**config.mk**
```make
export PLATFORM = sky130hd
export DESIGN_NAME = uart_cmd_decoder
export DESIGN_NICKNAME = d
export VERILOG_FILES = /design/src/rtl/uart_cmd_decoder.sv
export SDC_FILE = /design/constraint.sdc
export NUM_CORES = 1
export LEC_CHECK = 0
export CAP_MARGIN = 40
export CORE_AREA = 2 2 87 89
export DETAILED_ROUTE_END_ITERATION = 16
export DIE_AREA = 0 0 89 91
export REMOVE_ABC_BUFFERS = 1
export SYNTH_ARGS = -nofsm -noshare
export SYNTH_HDL_FRONTEND = slang
export SYNTH_SLANG_ARGS = --single-unit
```
**constraint.sdc**
```tcl
create_clock -name iClk -period 8.18 [get_ports iClk]
set_input_delay 2.454 -clock iClk [delete_from_list [all_inputs] [get_ports iClk]]
set_output_delay 2.454 -clock iClk [all_outputs]
set_load 0.1 [all_outputs]
```
**src/rtl/uart_cmd_decoder.sv**
```systemverilog
// ASCII command decoder between the UART RX FIFO and the clock/sensor control logic.
// Define UART_CMD_ECHO_EN to echo every latched character into the TX FIFO.

module uart_cmd_decoder #(
  parameter int NUM_MODES      = 5,
  parameter int BTN_PULSE      = 4,
  parameter int PREFIX_TIMEOUT = 1000000
) (
  input  logic                 iClk,
  input  logic                 iRst,
  input  logic                 iRx_Empty,
  output logic                 oRx_Rd,
  input  logic [7:0]           iRx_Data,
  input  logic                 iTx_Full,
  output logic                 oTx_Wr,
  output logic [7:0]           oTx_Data,
  output logic                 oSet,
  output logic                 oFnd_Mode,
  output logic [NUM_MODES-1:0] oMode,
  output logic [3:0]           oBtn,
  output logic                 oTime_En,
  output logic                 oErr
);

  localparam logic [1:0] IDLE  = 2'd0;
  localparam logic [1:0] LATCH = 2'd1;
  localparam logic [1:0] HOLD  = 2'd2;

  localparam int CNT_W  = (PREFIX_TIMEOUT > 1) ? $clog2(PREFIX_TIMEOUT) : 1;
  localparam int HOLD_W = (BTN_PULSE > 1) ? $clog2(BTN_PULSE) : 1;

  localparam logic [CNT_W-1:0]     PREFIX_LOAD = CNT_W'(PREFIX_TIMEOUT - 1);
  localparam logic [HOLD_W-1:0]    HOLD_LOAD   = HOLD_W'(BTN_PULSE - 1);
  localparam logic [NUM_MODES-1:0] MODE_BASE   = NUM_MODES'(1);

  logic [1:0]        state;
  logic              prefixFlag;
  logic [CNT_W-1:0]  prefixCnt;
  logic [HOLD_W-1:0] holdCnt;
  logic              timeoutNow;
  logic              digitOk;
  logic [3:0]        digitVal;

  function automatic logic [NUM_MODES-1:0] modeHot(input logic [3:0] idx);
    return MODE_BASE << idx;
  endfunction

  // A pending '#' that has run out of time owns the IDLE cycle, so no fetch happens then.
  always_comb begin
    timeoutNow = (state == IDLE) && prefixFlag && (prefixCnt == '0);
    digitVal   = iRx_Data[3:0];
    digitOk    = (iRx_Data[7:4] == 4'h3) && (digitVal <= 4'd9) &&
                 (int'(digitVal) < NUM_MODES);
  end

  assign oRx_Rd = (state == IDLE) && !iRx_Empty && !timeoutNow;

  always_ff @(posedge iClk or posedge iRst) begin
    if (iRst) begin
      state      <= IDLE;
      prefixFlag <= 1'b0;
      prefixCnt  <= '0;
      holdCnt    <= '0;
      oSet       <= 1'b0;
      oFnd_Mode  <= 1'b0;
      oMode      <= MODE_BASE;
      oBtn       <= 4'b0000;
      oTime_En   <= 1'b0;
      oErr       <= 1'b0;
    end else begin
      oTime_En <= 1'b0;
      oErr     <= 1'b0;
      if (prefixFlag && (prefixCnt != '0)) begin
        prefixCnt <= prefixCnt - CNT_W'(1);
      end

      case (state)
        IDLE: begin
          // Button pulses stay up through the first IDLE cycle to make BTN_PULSE cycles total.
          oBtn <= 4'b0000;
          if (timeoutNow) begin
            prefixFlag <= 1'b0;
            oErr       <= 1'b1;
          end else if (!iRx_Empty) begin
            state <= LATCH;
          end
        end

        LATCH: begin
          state <= IDLE;
          if (prefixFlag) begin
            prefixFlag <= 1'b0;
            if (digitOk) begin
              oMode <= modeHot(digitVal);
            end else begin
              oErr <= 1'b1;
            end
          end else begin
            case (iRx_Data)
              "C": oMode <= modeHot(4'd0);
              "W": oMode <= modeHot(4'd1);
              "T": oMode <= modeHot(4'd2);
              "U": oMode <= modeHot(4'd3);
              "D": oMode <= modeHot(4'd4);
              "S": oSet      <= !oSet;
              "M": oFnd_Mode <= !oFnd_Mode;
              "X": oTime_En  <= 1'b1;
              "u", "d", "l", "r": begin
                case (iRx_Data)
                  "u":     oBtn <= 4'b1000;
                  "d":     oBtn <= 4'b0100;
                  "l":     oBtn <= 4'b0010;
                  default: oBtn <= 4'b0001;
                endcase
                if (BTN_PULSE > 1) begin
                  state   <= HOLD;
                  holdCnt <= HOLD_LOAD;
                end
              end
              "#": begin
                prefixFlag <= 1'b1;
                prefixCnt  <= PREFIX_LOAD;
              end
              8'h0D, 8'h0A: ;
              default: oErr <= 1'b1;
            endcase
          end
        end

        HOLD: begin
          if (holdCnt <= HOLD_W'(1)) begin
            state <= IDLE;
          end else begin
            holdCnt <= holdCnt - HOLD_W'(1);
          end
        end

        default: state <= IDLE;
      endcase
    end
  end

`ifdef UART_CMD_ECHO_EN
  // Echo is best effort: a full TX FIFO drops the character instead of stalling decode.
  always_ff @(posedge iClk or posedge iRst) begin
    if (iRst) begin
      oTx_Wr   <= 1'b0;
      oTx_Data <= 8'h00;
    end else begin
      oTx_Wr <= 1'b0;
      if ((state == LATCH) && !iTx_Full) begin
        oTx_Wr   <= 1'b1;
        oTx_Data <= iRx_Data;
      end
    end
  end
`else
  logic unusedTxFull;
  assign unusedTxFull = iTx_Full;
  assign oTx_Wr       = 1'b0;
  assign oTx_Data     = 8'h00;
`endif

endmodule

```
==> flow_results.org <==
** Critical path
- Traced cell by cell, the critical path runs through clkdlybuf4s50_1, nor4_1, clkdlybuf4s50_1, buf_8.
- For flop-to-flop paths, the worst setup slack is ~5500 ps.
- Category of the worst setup path capture point :: primary output
- In this run the number of cells on the critical path is 4.
- RR Endpoint :: prefixCnt[14]
- Startpoint type of the worst setup path :: input port
- The kind of cell with the highest combined delay along the critical path is buffers and inverters.
- Arrival time at the worst endpoint :: 3850 ps
- The critical path starts at iRx_Empty.
- Slowest stage cell on the critical path :: clkdlybuf4s50_1
- In this run the critical register-to-register path is launched from prefixFlag.
- Maximum single-stage delay on the critical path :: roughly 550 ps
- The worst setup path is of the input port to primary output kind.
- Along the worst path, the maximum fanout reaches 2.
- Counting both buffers and inverters, the worst setup path holds a total of 3.
- The number of cells on the worst reg-to-reg path is 4.
- Cell repeated most along the worst path :: clkdlybuf4s50_1
- The most critical setup path has its endpoint at oRx_Rd.
- Data required time of the worst path :: between 5000 and 6000 ps

** Floorplan
- In this run the standard cell core region covers just over 7000 um2.
- In this run the core area contains 31 standard-cell rows.
- The die is 91 um tall.
- Initial core utilization :: about 34%
- Die area :: between 8000 and 9000 um2
- Die span in x :: 89 um
- During I/O placement, the number of pins put on the boundary was 35.

** Logic synthesis
- Multiplexer share of the synthesized area :: under 10%
- Most frequently used flop master after synthesis :: dfrtp_1
- After Yosys synthesis, full adders, half adders and majority gates account for slightly above 1% of the synthesized area.
- After Yosys synthesis, and, or, nand and nor cells account for ~28% of the synthesized area.
- The share of synthesized area in the top cell type comes to 37.77%.
- Commonest cells post-synth :: dfrtp_1 (37), nor2_1 (21), inv_1 (14)
- Yosys mapped the design onto 55 distinct sky130hd cell types.
- Of all cell types, the one taking the most synthesized area is dfrtp_1.
- Synthesis produced 271 cells.
- Summing the areas of all xor and xnor instances in the mapped netlist gives approximately 1.1% of the synthesized area.
- The synthesized netlist occupies a cell area of about 2500 um2.
- By area, the combinational part of the netlist is dominated by simple AND/OR/NAND/NOR gates.
- Synth Register Bits :: 38
- Proportion of synthesized flip-flops having asynchronous set or reset :: between 90% and 100%
- Compound-gate portion of the synthesized area :: about 16%
- Top-count cell post-synth :: dfrtp_1
- The synthesized design contains 0 enable-type register cells.
- Per-instance average area after synthesis :: 9.045 um2
- Leading cell types by total area after synthesis :: dfrtp_1 (38%), mux2i_1 (4.9%), nor2_1 (3.2%)
- Sequential cells were found to cover roughly two fifths of the synthesized design area.
- Number of warnings issued by yosys :: 0

** CTS
- The H-tree was split into 2 levels.
- In this run, post-CTS repair resized a total of 0 instances.
- TritonCTS built the clock tree.
- Number of buffers inserted by post-CTS setup repair :: 0
- Clock sinks :: 38
- Root buffer selected by CTS :: clkbuf_8
- For this design, the CTS-stage hold fixing added 0 buffers.
- After clock tree synthesis, the clock-pin slew on the worst setup and hold paths is about 80 ps.
- The clock reaches the later pin of the worst-skew pair after 300 ps.
- In this run the deepest clock path goes through 2 buffers.
- TritonCTS created 5 clock buffers.

** Routing
- For this run, the detailed router's first-pass iteration total came to 4.
- DR vias/cell :: approximately 5.4
- Number of DRC markers in iteration 0 :: 94
- The routed design has ~5700 um of wire.
- The final route contains 2169 vias.
- The detail route stage leaves a number of antenna-violating nets equal to 0.
- In the final routed layout, each cell accounts on average for between 10 and 15 um.
- After detailed routing, the number of remaining DRC violations is 0.

** Power and ir drop
- Power per standard cell area :: 164.8 nW/um2
- Sequential cells account for 46.0% of the total power.
- Per report_power, the clock group accounts for between 20% and 30% of the total.
- Internal power comes to between 300 and 400 uW.
- Standby leakage power :: 0.001170 uW
- Worst voltage drop across the vdd grid :: 0.08107 mV
- In this run, the combinational gates consume a little over a quarter of the power.
- Net switching power :: 176.4 uW
- Net switching is 35.34% of the power.

** Flow run
- Total of max-cap violations :: 0

** Finish
- Finished Layout Cells :: between 400 and 500
- Count of antenna diodes in the layout :: 0
- Synth-to-layout area growth :: 23.63%
- The final layout contains roughly 320 nets.
- Final Util :: 42.46%
- Cells with a size suffix above 1 make up 13.25% of the layout.

** Timing
- For this run, the top clock speed supported by timing is approximately 160 MHz.
- The number of hold-slack violations in the final timing report came to 0.
- Worst Max-Slew Pin Slew :: between 700 and 800 ps
- Worst hold-check slack :: 473.8 ps
- Total count of max-transition violations in the final report :: 0
- Clock skew on the completed layout was measured at approximately 9 ps.
- The worst pin sits at a relative slew slack of about 52%.
- For the final routed database, the setup TNS stands at 0 ps.
- Setup repair after global routing left no endpoint under its margin.
- Setup violations remaining at the end of the flow were counted as 0.
- In the finished design, the share of the clock period the worst path needs comes to approximately 77%.
- The worst path in the final design needs a cycle of 6301 ps, including I/O delays and setup.

** Outcome
- The run finished with clean final reports.

** Global routing
- Global routing finished with a remaining overflow of 0.
- The number of global-route vias before repair is 2037.
- Global routing used 14.78% of the available tracks.
- Number of antenna violations at the first check in global routing :: 0
- Entering global routing, the biggest net connects 39 pins.
- Global-route wire length before repair :: around 9600 um

** Worst hold path
- The worst hold path belongs to the class flop to flop.

** Placed design
- Quantity of I/O buffers inserted on ports :: 24
- Weighted congestion at the end of routability-driven global placement :: 0.7937
- Detailed placement ended at an HPWL of 3920 um.
- In this run, placement finished with an instance count of a little under 400.
layout make-up:
| type | count | area [um2] |
|---|---|---|
| clock buffers | 7 | 86.33 |
| clock inverters | 1 | 5.005 |
| fillers | 714 | 4106 |
| inverters | 14 | 52.55 |
| multi-input cells | 202 | 1345 |
| flip-flops and latches | 38 | 952.2 |
| well taps | 99 | 123.9 |
| repair buffers | 40 | 465.4 |
cells in the final DEF (no fill, tap or decap), types with 6 or more instances in the layout:
master            n
a21oi_1          13
buf_8            14
clkbuf_8          6
clkdlybuf4s50_1  24
conb_1            9
dfrtp_1          37
inv_1            14
mux2i_1          12
nand2_1           9
nand3_1           8
nor2_1           21
nor2b_1          11
nor3_1            7
nor4_1            9
o21ai_0          12
or4_1             6
power by group through the flow:
stage	clock [uW]	combinational [uW]	sequential, uW
after global placement	0	117	232
after detailed placement	0	132	233
after global routing	151	141	234
after floorplan	0	65.2	255
after CTS	144	133	230
final	138	132	229
worst register-to-register path: cells and delay by family, from the launching register on:
family          cells  cell delay, ps
flops               1             810
compound gates      1             290
simple gates        3            1460
registers in the layout, indices dropped and copies added (netlist names):
signal and flops:
prefixCnt 20, oMode 5, oBtn 4, holdCnt 2, state 2, oErr 1
oFnd_Mode 1, oSet 1, oTime_En 1, prefixFlag 1
worst min path at each step:
stage               cells past startpoint  slack [ps]            end           from
finish                                  1         470      oFnd_Mode      oFnd_Mode
global route                            1         490      oFnd_Mode      oFnd_Mode
CTS                                     1         480      oFnd_Mode      oFnd_Mode
detailed placement                      1         470      oFnd_Mode      oFnd_Mode
global placement                        1         460           oSet           oSet
floorplan                               1         470  prefixCnt[19]  prefixCnt[19]
metal layers:
metal  vias to the layer above  part of all wire (%)  routed length, um  track usage [%]
met1                      1047                    47               2681            19.81
li1                       1056                     -                  -                -
met2                        64                    47               2690            23.45
met4                         0                  0.46                 26            4.602
met5                         -                     0                  0                0
met3                         2                   5.3                302            3.455
cell families (layout without fill, tap and decap cells):
kind of cell / Yosys count / after routing
other cells: 1 / 9
xor+xnor: 3 / 3
fa+ha+maj: 2 / 2
simple gates: 113 / 113
mux: 17 / 17
compound gates: 58 / 58
flops: 38 / 38
buf+inv: 39 / 62
per-stage QoR:
step	power [uW]	setup WS, ps	cell area, um2
floorplan	320.0	397.7	2350
global placement	349.3	1457	2729
detailed placement	365.8	1870	2939
CTS	506.3	1866	3030
global route	526.0	1794	3030
finish	499.3	1879	3030
No activity file was read; power rests on OpenSTA's default activity.
